**src/rtl/multdiv.sv**
```systemverilog
// Iterative signed 32-bit multiply (radix-4 Booth) / divide (restoring) unit for the execute stage.
// Define MULTDIV_DIV_EN to build the divider; otherwise ctrl_DIV answers as a divide-by-zero.
module multdiv (
   input  logic        clock,
   input  logic        reset,
   input  logic [31:0] data_operandA,
   input  logic [31:0] data_operandB,
   input  logic        ctrl_MULT,
   input  logic        ctrl_DIV,
   output logic [31:0] data_result,
   output logic        data_exception,
   output logic        data_resultRDY
);

`ifdef MULTDIV_DIV_EN
   typedef enum logic [2:0] {IDLE, MUL_RUN, DIV_RUN, FIXUP, DONE} stateT;
`else
   typedef enum logic [1:0] {IDLE, MUL_RUN, DONE} stateT;
`endif

   stateT              state;
   stateT              stateNext;
   logic [4:0]         count;
   logic signed [31:0] mcand;
   logic [64:0]        prodReg;
   logic               opIsDiv;
   logic signed [33:0] hiExt;
   logic signed [33:0] boothSum;

`ifdef MULTDIV_DIV_EN
   logic [31:0]        quo;
   logic [31:0]        rem;
   logic [31:0]        dmag;
   logic               negQ;
   logic               divExc;
   logic               divZero;
   logic [32:0]        divShift;
   logic [33:0]        divDiff;
`endif

   // Booth digit selection: window {b[i+1], b[i], b[i-1]} picks 0, +-M or +-2M.
   function automatic logic signed [33:0] boothAddend(input logic [2:0] window,
                                                      input logic signed [31:0] m);
      logic signed [33:0] m1;
      logic signed [33:0] m2;
      m1 = {{2{m[31]}}, m};
      m2 = {m[31], m, 1'b0};
      case (window)
         3'b001, 3'b010: boothAddend = m1;
         3'b011:         boothAddend = m2;
         3'b100:         boothAddend = -m2;
         3'b101, 3'b110: boothAddend = -m1;
         default:        boothAddend = '0;
      endcase
   endfunction

   // Signed 32-bit overflow: bits 63..31 of the product must all match.
   function automatic logic mulOverflow(input logic [32:0] top);
      mulOverflow = !((top == '0) || (top == '1));
   endfunction

   function automatic logic [31:0] magnitude(input logic signed [31:0] v);
      magnitude = v[31] ? -v : v;
   endfunction

   always_comb begin
      hiExt    = {{2{prodReg[64]}}, prodReg[64:33]};
      boothSum = hiExt + boothAddend(prodReg[2:0], mcand);
   end

`ifdef MULTDIV_DIV_EN
   always_comb begin
      divZero  = (data_operandB == 32'd0);
      divShift = {rem, quo[31]};
      divDiff  = {1'b0, divShift} - {2'b00, dmag};
   end
`endif

   always_ff @(posedge clock) begin
      if (reset) begin
         state <= IDLE;
      end else begin
         state <= stateNext;
      end
   end

   // A start strobe overrides whatever is in flight; ctrl_MULT wins over ctrl_DIV.
   always_comb begin
      stateNext = state;
      case (state)
         IDLE:    stateNext = IDLE;
         MUL_RUN: if (count == 5'd15) stateNext = DONE;
`ifdef MULTDIV_DIV_EN
         DIV_RUN: if (count == 5'd31) stateNext = FIXUP;
         FIXUP:   stateNext = DONE;
`endif
         DONE:    stateNext = IDLE;
         default: stateNext = IDLE;
      endcase
      if (ctrl_MULT) begin
         stateNext = MUL_RUN;
      end else if (ctrl_DIV) begin
`ifdef MULTDIV_DIV_EN
         stateNext = divZero ? DONE : DIV_RUN;
`else
         stateNext = DONE;
`endif
      end
   end

   always_ff @(posedge clock) begin
      if (reset) begin
         count          <= '0;
         mcand          <= '0;
         prodReg        <= '0;
         opIsDiv        <= 1'b0;
         data_result    <= '0;
         data_exception <= 1'b0;
         data_resultRDY <= 1'b0;
`ifdef MULTDIV_DIV_EN
         quo            <= '0;
         rem            <= '0;
         dmag           <= '0;
         negQ           <= 1'b0;
         divExc         <= 1'b0;
`endif
      end else begin
         data_resultRDY <= 1'b0;
         if (ctrl_MULT) begin
            count   <= '0;
            opIsDiv <= 1'b0;
            mcand   <= data_operandA;
            prodReg <= {32'd0, data_operandB, 1'b0};
         end else if (ctrl_DIV) begin
            count   <= '0;
            opIsDiv <= 1'b1;
`ifdef MULTDIV_DIV_EN
            quo     <= divZero ? 32'd0 : magnitude(data_operandA);
            rem     <= '0;
            dmag    <= magnitude(data_operandB);
            negQ    <= data_operandA[31] ^ data_operandB[31];
            divExc  <= divZero ||
                       (data_operandA == 32'h8000_0000 && data_operandB == 32'hFFFF_FFFF);
`endif
         end else begin
            case (state)
               MUL_RUN: begin
                  prodReg <= {boothSum, prodReg[32:2]};
                  count   <= count + 5'd1;
               end
`ifdef MULTDIV_DIV_EN
               DIV_RUN: begin
                  // Restoring step: keep the trial difference only if it did not borrow.
                  if (!divDiff[33]) begin
                     rem <= divDiff[31:0];
                     quo <= {quo[30:0], 1'b1};
                  end else begin
                     rem <= divShift[31:0];
                     quo <= {quo[30:0], 1'b0};
                  end
                  count <= count + 5'd1;
               end
               FIXUP: begin
                  if (negQ) quo <= -quo;
               end
`endif
               DONE: begin
                  data_resultRDY <= 1'b1;
`ifdef MULTDIV_DIV_EN
                  data_result    <= opIsDiv ? quo : prodReg[32:1];
                  data_exception <= opIsDiv ? divExc : mulOverflow(prodReg[64:32]);
`else
                  data_result    <= opIsDiv ? 32'd0 : prodReg[32:1];
                  data_exception <= opIsDiv ? 1'b1 : mulOverflow(prodReg[64:32]);
`endif
               end
               default: ;
            endcase
         end
      end
   end

endmodule

```
**config.mk**
```make
export PLATFORM = sky130hd
export DESIGN_NAME = multdiv
export DESIGN_NICKNAME = d
export VERILOG_FILES = /design/src/rtl/multdiv.sv
export SDC_FILE = /design/constraint.sdc
export NUM_CORES = 1
export LEC_CHECK = 0
export BUFFER_PORTS_ARGS = -buffer_cell sky130_fd_sc_hd__buf_4
export CAP_MARGIN = 5
export CORE_MARGIN = 3
export CORE_UTILIZATION = 35
export DETAILED_ROUTE_END_ITERATION = 6
export PLACE_DENSITY_LB_ADDON = 0.1
export SYNTH_ARGS = -nofsm -noshare
export SYNTH_HDL_FRONTEND = slang
export SYNTH_SLANG_ARGS = --single-unit
```
**constraint.sdc**
```tcl
create_clock -name clock -period 6.1 [get_ports clock]
set_input_delay 1.22 -clock clock [delete_from_list [all_inputs] [get_ports clock]]
set_output_delay 1.22 -clock clock [all_outputs]
set_load 0.01 [all_outputs]
```
==> results of run 1 <==
worst reg2reg max path: cells and delay by family, from the launching register on:
kind	cells	cell delay (ps)
adders and majority gates	2	610
buffers and inverters	1	100
and+or+nand+nor	6	1690
AOI/OAI and AO/OA	8	1900
DFF	1	350
xor gates and xnor gates	2	350
synth_stat cells, types with 7 or more instances:
cell type  count
buf_1          9
dfxtp_1      139
nand2_1      190
o31ai_1       10
a21o_1        12
xnor2_1       31
or4_1          9
nor3_1        21
nor2_1       134
a21boi_0       7
nand4_1       14
ha_1          36
nand2b_1       8
a21oi_1      179
nand3b_1      34
or3_1         10
a211oi_1      12
xor2_1        19
a22oi_1       19
mux2i_1       36
nor4_1        12
inv_1         20
clkbuf_1      76
o211ai_1      10
o21ai_0       68
nand3_1       28
layer usage:
metal	up-vias	global-route usage	part of all wire
met5	-	0	0
met4	0	0.0519	0.013
met3	27	0.0267	0.043
met2	250	0.317	0.46
met1	4293	0.288	0.49
li1	4551	-	-
kinds of logic (layout without fill, tap and decap cells):
group / count (synthesis) / count (layout) / synth area share
multiplexers: 36 / 36 / 0.0394
AO/OA/AOI/OAI: 374 / 374 / 0.244
adder cells (fa/ha/maj): 37 / 37 / 0.0515
buffers and inverters: 110 / 170 / 0.0471
AND/OR/NAND/NOR: 504 / 504 / 0.266
flip-flops: 139 / 139 / 0.304
XOR/XNOR: 50 / 50 / 0.0479
area by class of cell:
class / instances / share of cell area
clock buffers: 18 / 0.0401
clock inverters: 14 / 0.0168
inverters: 21 / 0.00736
multi-input cells: 1001 / 0.555
flip-flops and latches: 139 / 0.260
well taps: 330 / 0.0386
repair buffers: 117 / 0.0820
placed cells by master, fill, tap and decap left out, types with 14 or more instances in the layout:
| cell type | n |
|---|---|
| nand2_1 | 190 |
| a21oi_1 | 179 |
| dfxtp_1 | 138 |
| nor2_1 | 134 |
| buf_4 | 117 |
| o21ai_0 | 68 |
| mux2i_1 | 36 |
| ha_1 | 36 |
| nand3b_1 | 34 |
| xnor2_1 | 31 |
| nand3_1 | 28 |
| nor3_1 | 21 |
| inv_1 | 20 |
| xor2_1 | 19 |
| a22oi_1 | 19 |
| clkbuf_16 | 17 |
| nand4_1 | 14 |
power by group through the flow:
stage / clock network (mW) / logic (mW) / registers [mW]
floorplan: 0 / 0.266 / 0.977
global placement: 0 / 0.360 / 1.00
detailed placement: 0 / 0.360 / 1.00
CTS: 1.13 / 0.361 / 0.981
global route: 1.18 / 0.402 / 0.987
finish: 1.11 / 0.362 / 0.982
per-stage QoR:
step                worst slack (ps)  area, um^2  hold WS, ps
finish                           982       10700          450
global route                     705       10700          471
floorplan                       1620        9140          461
detailed placement              1100       10100          446
CTS                             1080       10700          456
global placement                1210       10100          441
flip-flops by register name, summed over array words and instances, names as in the netlist:
| name | count |
|---|---|
| prodReg | 65 |
| data_result | 32 |
| mcand | 32 |
| count | 5 |
| state | 2 |
| data_exception | 1 |
| data_resultRDY | 1 |
| opIsDiv | 1 |
final timing paths:
kind / endpoint / slack (ps) / cells past startpoint
min reg2reg: data_result[13] / 450 / 2
max: prodReg[58] / 980 / 19
max reg2reg: prodReg[58] / 980 / 19
min: data_result[13] / 450 / 2
==> impl_metrics.toml, run 1 <==
[drt]
ant_nets = 0
via_per_inst = 5.56
dr.pass1.iters = 5
dr_total_vias = 9121
drc = 0
wl_mm = 28.9
routedWlPerCell_um = 17.6
drt_first_iter_violations = 766

[job]
max_cap_viol_count = 0

[outcome]
status = "finished clean"

[setup_path]
cp-end-kind = "flop"
path_max_fanout = 7
r2r_start = "mcand[0]"
cp-startpoint = "mcand[0]"
crit_slowest_cell = "or3b_1"
critical_path_class = "reg -> reg"
startpoint_type = "flop"
cp.arrival_ps = 5460
critical_path.max_stage_delay_ps = 470
crit_required_ps = 6440
path_buf_inv = 1
crit_family = "compound AO/OA/AOI/OAI gates"
crit_chain = "inv_1 > ha_1 > or3b_1 > or2_1 > or3_1 > nor3_1 > nand2b_1 > xor2_1 > o21ba_2 > o221ai_1 > ha_1 > o21ai_0 > and2_1 > o31a_1 > a311o_1 > a211oi_1 > o32ai_1 > xor2_1 > a211oi_1"

[timing]
setup_tns_ps = 0
fmax_mhz = 195
final_max_slew_viol_count = 0
tightest_slew_ps = 1060
hold_viol = 0
slew_headroom = 0.290
clock_skew_ps = 17.9
rsz0062_at_grt = "false"
period_needed_ps = 5120
finalCritPeriodShare = 0.839
setup_viol = 0

[synth]
syn_area_per_cell_um2 = 7.32
synth_ff_type = "dfxtp_1"
synth-seq-cells = 139
synth_top_area_cell = "dfxtp_1"
netlist-cell-type-count = 76
yosysWarnings = 0
synth_top_cell_area_share = 0.304
async_reset_ff_frac = 0
netlist_instances = 1250
synth_edf_count = 0
syn_area_um2 = 9140
synthTopCellsByArea = "dfxtp_1 30%, a21oi_1 9.8%, nand2_1 7.8%"
yosysSeqAreaShare = 0.304
syn_nets = 1355

[power]
combPwrFrac = 0.148
ir_worst_vdd_v = 0.000153
swShare = 0.292
p_clk_frac = 0.452
p_sw_uw = 717
leakage_nw = 4.22
internal_power_mw = 1.74
p_seq_frac = 0.400
p_per_area_nw_per_um2 = 229
total_power_mw = 2.45

[clocking]
cts_resized = 0
clk_pin_slew_ps = 70
h-tree-depth = 4
insertion_delay_ps = 430
cts-root-buf = "clkbuf_16"
cts_buffers = 17
tritoncts = "built"
clock_sinks = 139
clockBufferDepth = 2
post_cts_buffers = 0
hold_buffers = 0

[floorplanning]
core_area_um2 = 25400
start_util = 0.360
ios = 102
dieArea_um2 = 28100
die_x_um = 168
rows = 58
die_h_um = 168

[grt]
globalRouteOverflowTotal = 0
antenna_found_initial = 0
grt.total_usage = 0.200
grt_pass1_vias = 8378
grt_pass1_wl_mm = 46.1
grt_max_degree = 80

[finish]
utilization = 0.422
synthToLayoutAreaGrowth_pct = 17.1
register_area_um2 = 2780
multi_input_area_um2 = 5950
instances_no_fill = 1640
nets = 1402
drive_above_1_share = 0.132
antennaDiodeCount = 0
fillCellCount = 2657

[placement]
hpwl_mm = 20.6
gp_congestion = 0.841
post-place-cells = 1608
numPortBuffers = 101

[hold_path]
hp-class = "reg -> reg"
min_from = "data_result[13]"
(Power assumes the default switching activity.)
==> run 2: changes to the inputs <==
==> constraint.sdc (replaced) <==
create_clock -name clock -period 4.7 [get_ports clock]
set_input_delay 0.94 -clock clock [delete_from_list [all_inputs] [get_ports clock]]
set_output_delay 0.94 -clock clock [all_outputs]
set_load 0.01 [all_outputs]
==> run 2 against run 1 <==
Net effect:
- clock skew shrank 1.8 ps
- critical path type unchanged
- critical endpoint is now prodReg[62]
- routed wire length grew 3.2%
- hold slack gained 2.7 ps
- worst setup slack lost 820 ps
- highest routed layer is now met5
- final cell count grew 3.5%
- first-iteration DRC count grew 6.5%
- total power grew 31%
- non-clock buffer count grew 57
- utilization grew 2.4 points
==> impl_metrics.toml, run 2 (synthesized netlist as in run 1, its figures left out) <==
[finish]
nets = 1459
largestRegisters = "prodReg: 65 flops, data_result: 32 flops, mcand: 32 flops"
antennaDiodeCount = 0
regMostFlops = "prodReg"
layout_commonest_cell = "nand2_1"
instances_no_fill = 1697
final_area_um2 = 11300
synthToLayoutAreaGrowth_pct = 23.7
largest_reg_flops = 65
fillCellCount = 2618
drive_above_1_share = 0.191
final_cell_mix = "189 x nand2_1, 178 x a21oi_1, 171 x buf_4, 136 x dfxtp_1, 134 x nor2_1"

[grt]
grt_pass1_vias = 8631
grt_max_degree = 67
grt_pass1_wl_mm = 47.8
grt.total_usage = 0.207
antenna_found_initial = 1
globalRouteOverflowTotal = 0

[placement]
hpwl_mm = 21.1
numPortBuffers = 101
post-place-cells = 1660
detailed_place.area_um2 = 10500
gp_congestion = 0.906

[timing]
hold_viol = 0
fmax_mhz = 221
setup_tns_ps = 0
fin_hold_ws_ps = 453
rsz0062_at_grt = "true"
tightest_slew_ps = 1110
clock_skew_ps = 16.1
finalCritPeriodShare = 0.965
period_needed_ps = 4530
final_max_slew_viol_count = 0
slew_headroom = 0.259
setup_viol = 0

[drt]
wl_mm = 29.8
drt_first_iter_violations = 816
ant_nets = 0
dr_total_vias = 9350
drc = 0
routedWlPerCell_um = 17.6
via_per_inst = 5.51
dr.pass1.iters = 5

[outcome]
status = "finished clean"

[clocking]
cts-root-buf = "clkbuf_16"
tritoncts = "built"
cts_buffers = 17
clock_sinks = 139
insertion_delay_ps = 430
clockBufferDepth = 2
h-tree-depth = 4
clk_pin_slew_ps = 70

[setup_path]
cp.arrival_ps = 4870
reg2regPathDepth = 16
startpoint_type = "flop"
crit_required_ps = 5040
critical_path_class = "reg -> reg"
cp-end-kind = "flop"
path_max_fanout = 6

[hold_path]
whs_path_depth = 2
hp-class = "reg -> reg"

[floorplanning]
rows = 58
start_util = 0.360
core_area_um2 = 25400
dieArea_um2 = 28100
die_x_um = 168
ios = 102
die_h_um = 168

[power]
swShare = 0.325
p_per_area_nw_per_um2 = 285
p_seq_frac = 0.393
p_sw_mw = 1.05
combPwrFrac = 0.171
internal_power_mw = 2.17
ir_worst_vdd_v = 0.000194
p_clk_frac = 0.436
leakage_nw = 4.52

[job]
max_cap_viol_count = 0
run 2: cell types whose count changed in the layout (fill, tap and decap cells not counted), sizes merged:
| cell | before | now |
|---|---|---|
| clkbuf | 18 | 17 |
| inv | 26 | 28 |
| buf | 117 | 174 |
| bufinv | 3 | 0 |
| clkinvlp | 1 | 3 |
run 2: power groups by stage:
stage | logic (mW) | clock network [mW] | registers [mW]
global route | 0.606 | 1.49 | 1.27
finish | 0.550 | 1.40 | 1.27
global placement | 0.524 | 0 | 1.29
floorplan | 0.345 | 0 | 1.27
CTS | 0.527 | 1.44 | 1.26
detailed placement | 0.524 | 0 | 1.29
run 2: worst paths after layout:
kind / slack (ps) / start / endpoint
setup reg to reg: 170 / mcand[1] / prodReg[62]
hold reg to reg: 450 / data_result[21] / data_result[21]
setup / recovery: 170 / mcand[1] / prodReg[62]
hold / removal: 450 / data_result[21] / data_result[21]
run 2: worst max-delay path, cell delays in order (launching register included):
cell and delay (ps):
dfxtp_2 320, buf_4 140, or4_4 510, or3_4 450
or4_4 460, xnor2_1 140, o22ai_1 270, ha_1 340
a21oi_1 290, nor2b_1 80, o21a_1 190, o41ai_1 270
buf_4 180, a211oi_2 70, o31ai_1 340, a21boi_0 140
o31ai_1 230
run 2: per-layer routing:
layer,up-vias,part of all wire,GRT usage
met1,4408,0.48,0.298
met5,-,0.00040,0
met2,214,0.46,0.321
met3,45,0.039,0.0319
met4,2,0.018,0.0598
li1,4681,-,-
run 2: per-stage QoR:
stage          utilization  power (mW)  setup slack (ps)
5_1_grt              0.445        3.36             -62.9
3_5_place_dp         0.414        1.82             0.829
3_3_place_gp         0.414        1.81              -101
4_1_cts              0.437        3.23              5.89
2_1_floorplan            -        1.61               223
6_report             0.445        3.22               166
run 2: layout make-up:
type / instances / area [um^2] / area share
multi-input combinational: 1001 / 6110 / 0.540
sequential: 139 / 2790 / 0.246
timing repair buffer: 174 / 1330 / 0.117
clock buffer: 17 / 425 / 0.0376
tap: 330 / 413 / 0.0365
clock inverter: 15 / 173 / 0.0153
inverter: 21 / 78.8 / 0.00697
run 2: what timing repair did:
item,CTS,global route
gates resized for setup,1,43
pin swaps,0,29
hold buffers,0,0
setup endpoints to repair,1,13
setup buffers,0,5
==> run 3: changes to the inputs <==
--- a/config.mk
+++ b/config.mk
@@ -5,11 +5,11 @@
 export SDC_FILE = /design/constraint.sdc
 export NUM_CORES = 1
 export LEC_CHECK = 0
-export BUFFER_PORTS_ARGS = -buffer_cell sky130_fd_sc_hd__buf_4
 export CAP_MARGIN = 5
 export CORE_MARGIN = 3
 export CORE_UTILIZATION = 35
 export DETAILED_ROUTE_END_ITERATION = 6
+export DONT_BUFFER_PORTS = 1
 export PLACE_DENSITY_LB_ADDON = 0.1
 export SYNTH_ARGS = -nofsm -noshare
 export SYNTH_HDL_FRONTEND = slang
==> run 3 against run 2 <==
Net effect:
- routed wire length decreased by 1.9%
- combinational power decreased by 16%
- register-to-register slack got worse by 20 ps
- sequential power about the same
- largest power group unchanged
==> impl_metrics.toml, run 3 (synthesized netlist as in run 1, its figures left out) <==
[floorplanning]
rows = 58
ios = 102
die_x_um = 168
dieArea_um2 = 28100
die_h_um = 168
core_area_um2 = 25400
start_util = 0.360

[drt]
routedWlPerCell_um = 18.4
dr.pass1.iters = 5
ant_nets = 0
via_per_inst = 5.60
drc = 0
dr_total_vias = 8929
drt_first_iter_violations = 798
wl_mm = 29.3

[finish]
final_cell_mix = "190 x nand2_1, 178 x a21oi_1, 135 x dfxtp_1, 134 x nor2_1, 71 x buf_4"
final_area_um2 = 10500
register_area_um2 = 2790
largestRegisters = "prodReg: 65 flops, data_result: 32 flops, mcand: 32 flops"
layout_commonest_cell = "nand2_1"
regMostFlops = "prodReg"
synthToLayoutAreaGrowth_pct = 14.8
multi_input_area_um2 = 6060
fillCellCount = 2673
drive_above_1_share = 0.119
nets = 1356
largest_reg_flops = 65
antennaDiodeCount = 0

[placement]
place_ws_ps = -99.5
numPortBuffers = 0
gp_congestion = 0.891
hpwl_mm = 20.9
detailed_place.area_um2 = 9710

[grt]
grt_max_degree = 103
grt_pass1_wl_mm = 47.1
antenna_found_initial = 0
grt_pass1_vias = 8431
grt.total_usage = 0.206
globalRouteOverflowTotal = 0

[setup_path]
cp.arrival_ps = 4830
startpoint_type = "flop"
crit_required_ps = 4980
critical_path_class = "reg -> reg"
cp-end-kind = "flop"
path_max_fanout = 6

[clocking]
cts-root-buf = "clkbuf_16"
insertion_delay_ps = 430
cts_buffers = 17
tritoncts = "built"
clk_pin_slew_ps = 70
clockBufferDepth = 2
hold_buffers = 0
h-tree-depth = 4
clock_sinks = 139

[power]
ir_worst_vdd_v = 0.000174
leakage_nw = 4.01
p_per_area_nw_per_um2 = 306

[timing]
postLayoutSetupSlackWorst_ps = 149
final_max_slew_viol_count = 0
setup_viol = 0
slew_headroom = 0.203
rsz0062_at_grt = "true"
fmax_mhz = 220
period_needed_ps = 4550
hold_viol = 0
tightest_slew_ps = 1190
finalCritPeriodShare = 0.968
clock_skew_ps = 10.9

[job]
max_cap_viol_count = 0

[hold_path]
hp-class = "reg -> reg"

[outcome]
status = "finished clean"
-- run 3: cell count changes in the layout (fill, tap and decap cells not counted), moves of 3 or more --
cell        before  now
buf_4          171   71
bufinv_16        0    3
clkinv_8         4    0
clkinvlp_4       3    0
inv_6            2    7
inv_8            6    3
o21ai_0         62   65
o21ai_1         10    7
-- run 3: cell type report --
| class | count | area share |
|---|---|---|
| clock buffer | 17 | 0.0405 |
| inverter | 21 | 0.00751 |
| tap | 330 | 0.0393 |
| sequential | 139 | 0.266 |
| multi-input combinational | 1001 | 0.577 |
| clock inverter | 15 | 0.0190 |
| timing repair buffer | 71 | 0.0508 |
-- run 3: report_power, final --
part	internal, mW	switching [mW]
Clock	0.859	0.624
Combinational	0.197	0.267
Sequential	1.22	0.0498
-- run 3: through the flow --
stage / instances / util / power (mW) / setup TNS, ps / hold WS (ps)
floorplan: 1250 / - / 1.61 / 0 / 461
finish: 1594 / 0.413 / 3.21 / 0 / 492
CTS: 1588 / 0.407 / 3.23 / 0 / 495
global route: 1594 / 0.413 / 3.35 / -258 / 512
detailed placement: 1556 / 0.382 / 1.73 / -193 / 486
global placement: 1556 / 0.382 / 1.74 / 0 / 477
-- run 3: worst paths after layout --
check	slack, ps	startpoint	to	cells after the start
setup / recovery	150	mcand[1]	prodReg[59]	20
hold / removal	490	data_result[8]	data_result[8]	2
setup reg to reg	150	mcand[1]	prodReg[59]	20
hold reg to reg	490	data_result[8]	data_result[8]	2
-- run 3: worst max-delay path, stage by stage (launching register included) --
cell,delay (ps)
dfxtp_4,360
inv_2,70
ha_4,150
or3b_4,370
or2_1,230
or3_4,360
nor3_4,180
nand2b_4,160
xor2_2,170
o21ba_2,160
o221ai_2,120
ha_1,400
and4_4,250
and3_1,170
o211ai_1,130
a2111oi_2,350
buf_4,180
o211ai_1,110
a21boi_1,210
mux2i_1,200
a21oi_1,70
-- run 3: repair_timing --
| action | in CTS | in global routing |
|---|---|---|
| setup buffers | 0 | 6 |
| pin swaps | 0 | 17 |
| endpoints found under the setup margin | 3 | 15 |
| gates resized for setup | 4 | 29 |
-- run 3: routing by layer --
metal	track usage	share of wire	vias up
met4	0.0637	0.021	0
li1	-	-	4459
met3	0.0321	0.035	42
met2	0.331	0.47	201
met1	0.285	0.48	4227
met5	0	0	-
